<file path="src/rtl/seq_divider.sv">
// seq_divider: multi-cycle unsigned restoring divider, one quotient bit per clock.
// Single-cycle start/done handshake; a zero divisor short-circuits straight to DONE.
module seq_divider #(
   parameter int unsigned WIDTH = 4
) (
   input  logic             clk,
   input  logic             rst,
   input  logic             start,
   input  logic [WIDTH-1:0] dividend,
   input  logic [WIDTH-1:0] divisor,
   output logic             busy,
   output logic             done,
   output logic [WIDTH-1:0] quotient,
   output logic [WIDTH-1:0] remainder,
   output logic             div_by_zero
);

   localparam int unsigned CW = $clog2(WIDTH + 1);

   localparam logic [1:0] S_IDLE = 2'd0;
   localparam logic [1:0] S_CALC = 2'd1;
   localparam logic [1:0] S_DONE = 2'd2;

   logic [1:0]       state_q, state_d;
   logic [WIDTH:0]   r_q, r_d;
   logic [WIDTH-1:0] q_q, q_d;
   logic [WIDTH-1:0] d_q, d_d;
   logic [CW-1:0]    cnt_q, cnt_d;
   logic [WIDTH-1:0] quo_q, quo_d;
   logic [WIDTH-1:0] rem_q, rem_d;
   logic             busy_q, busy_d;
   logic             done_q, done_d;
   logic             dbz_q, dbz_d;

   logic [WIDTH:0]   shifted;
   logic [WIDTH:0]   trial;

   // The partial remainder always stays below the divisor, so its top bit is never consumed.
   logic             unused_r_msb;
   assign unused_r_msb = r_q[WIDTH];

   always_ff @(posedge clk or posedge rst) begin
      if (rst) begin
         state_q <= S_IDLE;
         r_q     <= '0;
         q_q     <= '0;
         d_q     <= '0;
         cnt_q   <= '0;
         quo_q   <= '0;
         rem_q   <= '0;
         busy_q  <= 1'b0;
         done_q  <= 1'b0;
         dbz_q   <= 1'b0;
      end else begin
         state_q <= state_d;
         r_q     <= r_d;
         q_q     <= q_d;
         d_q     <= d_d;
         cnt_q   <= cnt_d;
         quo_q   <= quo_d;
         rem_q   <= rem_d;
         busy_q  <= busy_d;
         done_q  <= done_d;
         dbz_q   <= dbz_d;
      end
   end

   always_comb begin
      state_d = state_q;
      r_d     = r_q;
      q_d     = q_q;
      d_d     = d_q;
      cnt_d   = cnt_q;
      quo_d   = quo_q;
      rem_d   = rem_q;
      dbz_d   = dbz_q;

      // Trial subtraction: shift next dividend bit in, subtract divisor, MSB is the borrow.
      shifted = {r_q[WIDTH-1:0], q_q[WIDTH-1]};
      trial   = shifted - {1'b0, d_q};

      case (state_q)
         S_IDLE: begin
            if (start) begin
               if (divisor != '0) begin
                  q_d     = dividend;
                  d_d     = divisor;
                  r_d     = '0;
                  cnt_d   = CW'(WIDTH);
                  dbz_d   = 1'b0;
                  state_d = S_CALC;
               end else begin
                  quo_d   = '1;
                  rem_d   = dividend;
                  dbz_d   = 1'b1;
                  state_d = S_DONE;
               end
            end
         end
         S_CALC: begin
            if (!trial[WIDTH]) begin
               r_d = trial;
               q_d = {q_q[WIDTH-2:0], 1'b1};
            end else begin
               r_d = shifted;
               q_d = {q_q[WIDTH-2:0], 1'b0};
            end
            cnt_d = cnt_q - CW'(1);
            if (cnt_q == CW'(1)) begin
               quo_d   = q_d;
               rem_d   = r_d[WIDTH-1:0];
               state_d = S_DONE;
            end
         end
         S_DONE: begin
            state_d = S_IDLE;
         end
         default: begin
            state_d = S_IDLE;
         end
      endcase

      busy_d = (state_d != S_IDLE);
      done_d = (state_d == S_DONE);
   end

   assign busy        = busy_q;
   assign done        = done_q;
   assign quotient    = quo_q;
   assign remainder   = rem_q;
   assign div_by_zero = dbz_q;

endmodule

</file>
<file path="config.mk">
export PLATFORM = sky130hd
export DESIGN_NAME = seq_divider
export DESIGN_NICKNAME = d
export VERILOG_FILES = /design/src/rtl/seq_divider.sv
export SDC_FILE = /design/constraint.sdc
export NUM_CORES = 1
export LEC_CHECK = 0
export ABC_AREA = 1
export CORE_MARGIN = 5
export CORE_UTILIZATION = 30
export DETAILED_ROUTE_END_ITERATION = 6
export GPL_ROUTABILITY_DRIVEN = 0
export SYNTH_ARGS = -nofsm -noshare
export SYNTH_HDL_FRONTEND = slang
export SYNTH_SLANG_ARGS = --single-unit
</file>
<file path="constraint.sdc">
create_clock -name clk -period 2 [get_ports clk]
set_input_delay 0.3 -clock clk [delete_from_list [all_inputs] [get_ports clk]]
set_output_delay 0.3 -clock clk [all_outputs]
set_load 0.005 [all_outputs]
</file>
==> impl_results.md <==
* Final critical-path required period at approximately 1.9 ns
* Input/output buffers at 21
* Cell-by-cell listing of the critical path: inv_1 > ha_1 > fa_1 > inv_1 > nand2_1 > nand2_1 > nand3_1 > nand2_1 > nand3_1 > nand3_1 > nand2_1 > inv_1
* Sequential cell area fraction in the yosys report at 48.0%
* Yosys warning count at 0
* Maximum net fanout on the critical path at 5
* Starting DRT DRC Count at 62
* Pwr per Cell Area at about 1600 nW/um^2
* P&R area growth vs syn at 23.6%
* WL/cell at 11.3 um
* Vias in the first global route at ~1,200
* Multi-input logic area at 618 um^2
* Slew at the pin closest to its max-slew limit at 0.357 ns
* Switching power of the nets at 1.22 mW
* Cts bufs inserted at 3
* Unrepaired setup endpoints after global routing: no
* Share of the core filled with cells in the final layout at roughly two fifths
* Endpoint required time on the critical path at 2.22 ns
* DR vias/cell at 4.41
* Maximum count of clock buffers along a single path at 2
* GR Overflow Total at 0
* Maximum capacitance violations at 0
* Initial antenna violation count at 0
* Lkg Pwr at roughly 0.87 nW
* Clock slew at reported path FFs at 0.09 ns
* Wire length of the first global-routing pass at between 5000 and 6000 um
* Maximum number of pins on one net before global-route repair at 29
* Most frequent cell on the critical path: sky130_fd_sc_hd__nand2_1
* Cell at the slowest stage of the critical path: sky130_fd_sc_hd__fa_1
* Register cell area after layout at 701 um^2
* Detailed Place HPWL at around 2300 um
* Path category of the worst min-delay check: in -> async
* Synthesized area divided by synthesized cell count at 8.44 um^2
* TNS Setup at 0 ns
* Critical Path Sink Type: flip-flop
* Net count, final at 218
* Total track usage at around a tenth
* Setup-failing EPs final at 0
* Worst EP arrival at around 2.1 ns
* Proportion of layout cells with a drive suffix above 1 at 9.60%
* Internal power at 1.62 mW
* Post-Route Hold Slack at 0.378 ns
* Period utilization at 92.7%
* Max-slew violation count at 0
* CTS tree: built
* Boundary Pins at 22
* CTS root buf: sky130_fd_sc_hd__clkbuf_8
* Cell area after technology mapping at 1460 um^2
* Leading cell type in the layout, fill and taps excluded: sky130_fd_sc_hd__inv_1
* Final-layout fill cell count at 493
* Status: complete, no violations
* Net count after synthesis at 191
* Peak clock frequency supported by timing at 539 MHz
* Peak supply drop at 460 uV
* Die H at ~80 um
* Critical Path Source Type: flip-flop
* Standard cell area after detailed placement at 1760 um^2
* Die extent in x at 79.8 um
* First-pass detailed-route iteration total at 4
* H-tree depth reported by CTS at 1
* Post-route design area at 1800 um^2
* Antenna cell count at 0
* Number of hold-repair buffers added at the cts stage at 0
* Proportion of power drawn by the clock network at 10.7%
* Crit-path max cell delay at 0.41 ns
* Starting utilization of the core area at 30.9%
* DRC violation count after routing at 0
* Cell variety after synth at 26
* Number of clock sinks at 28
* Post-route ant nets at 0
* Category of the most critical setup path: reg -> reg
* Power share of the sequential group at 33.8%
* Slew headroom at between 70 and 80%
* Post-Route Skew at 0.00608 ns
* Row cnt at 25
* Clk_lat worst skew at 0.27 ns
* Comb pwr share at 55.5%
* Die Area at approximately 6400 um^2
* Flip-flop and latch count after synthesis at 28
* Placeable Area at 4720 um^2
* Endpoints failing hold at 0
* Switching power share of the total at 42.9%
* Total routed wirelength at 2990 um
* Leading cell types in the layout, fill and taps excluded: 31 x sky130_fd_sc_hd__inv_1, 28 x sky130_fd_sc_hd__dfrtp_1, 24 x sky130_fd_sc_hd__nand2_1
* Synthesized netlist cell count at 173
* Routed via count at around 1,200
[through the flow]
stage | setup slack [ns] | std cells | total power, mW
CTS | 0.137 | 265 | 2.88
global route | 0.00101 | 265 | 3.15
detailed placement | 0.155 | 262 | 2.56
global placement | 0.205 | 262 | 2.54
floorplan | 0.346 | 173 | 2.07
finish | 0.145 | 265 | 2.84
[worst max-delay path: cells and delay by family, from the launching register on]
kind	cells	cell delay [ns]
adders and majority gates	2	0.63
buffers and inverters	3	0.20
and+or+nand+nor	7	0.62
DFF	1	0.36
[cells in the mapped netlist, drive strengths merged]
library cell   n  area (um^2)
inv           34          128
dfrtp         28          701
nand2         26          100
nor2          23          105
nand3         22          123
o21ai         13         68.8
ha             6         75.1
a21oi          5         36.3
a31oi          4         25.0
or2            4         25.0
buf            2         16.3
o211ai         2         15.0
a22oi          1         7.51
fa             1         20.0
o22ai          1         6.26
xnor2          1         8.76
[sequential cells by signal, indices dropped and copies added (netlist names)]
register / cells
quotient: 4
state_q: 2
cnt_q: 3
q_q: 4
busy: 1
done: 1
d_q: 4
r_q: 4
div_by_zero: 1
remainder: 4
[logic make-up after synthesis]
family                     share of synthesized area, %
DFF                                                48.0
adders and majority gates                          6.51
and+or+nand+nor                                    24.2
xor gates and xnor gates                          0.600
buffers and inverters                              9.85
AOI/OAI and AO/OA                                  10.9
[cell type report]
type                    count  share of cell area, %
repair buffers             24                   12.9
inverters                  34                   7.07
flip-flops and latches     28                   38.8
well taps                  67                   4.65
multi-input cells         109                   34.3
clock buffers               3                   2.29
[timing repair]
item                                    CTS  global route
resized for setup                         0             1
buffers inserted                          0             0
endpoints found under the setup margin    0             1
[path summary, 6_finish.rpt]
kind | from | end | slack, ns | depth (start not counted)
setup / recovery | q_q[3]$_DFFE_PP0P_ | remainder[0]$_DFFE_PP0P_ | 0.15 | 12
hold / removal | rst | quotient[3]$_DFFE_PP0P_ | 0.38 | 3
setup reg to reg | q_q[3]$_DFFE_PP0P_ | remainder[0]$_DFFE_PP0P_ | 0.15 | 12
hold reg to reg | d_q[0]$_DFFE_PP0P_ | d_q[0]$_DFFE_PP0P_ | 0.50 | 2
max in group asynchronous | rst | r_q[0]$_DFFE_PP0P_ | 1.36 | 3
min in group clk | d_q[0]$_DFFE_PP0P_ | d_q[0]$_DFFE_PP0P_ | 0.50 | 2
[power by group through the flow]
| stage | clock (mW) | sequential, mW | combinational, mW |
|---|---|---|---|
| 2_1_floorplan | 0 | 0.957 | 1.11 |
| 3_3_place_gp | 0 | 0.976 | 1.57 |
| 3_5_place_dp | 0 | 0.978 | 1.59 |
| 4_1_cts | 0.317 | 0.966 | 1.59 |
| 5_1_grt | 0.334 | 0.994 | 1.82 |
| 6_report | 0.304 | 0.962 | 1.58 |
[routing by layer]
layer  track usage (%)  wire [um]
met1              12.8       1360
met2              18.0       1480
met3              1.92        105
met4              3.55         42
met5                 0          0
Note: power is estimated with default switching activity, not from simulation.
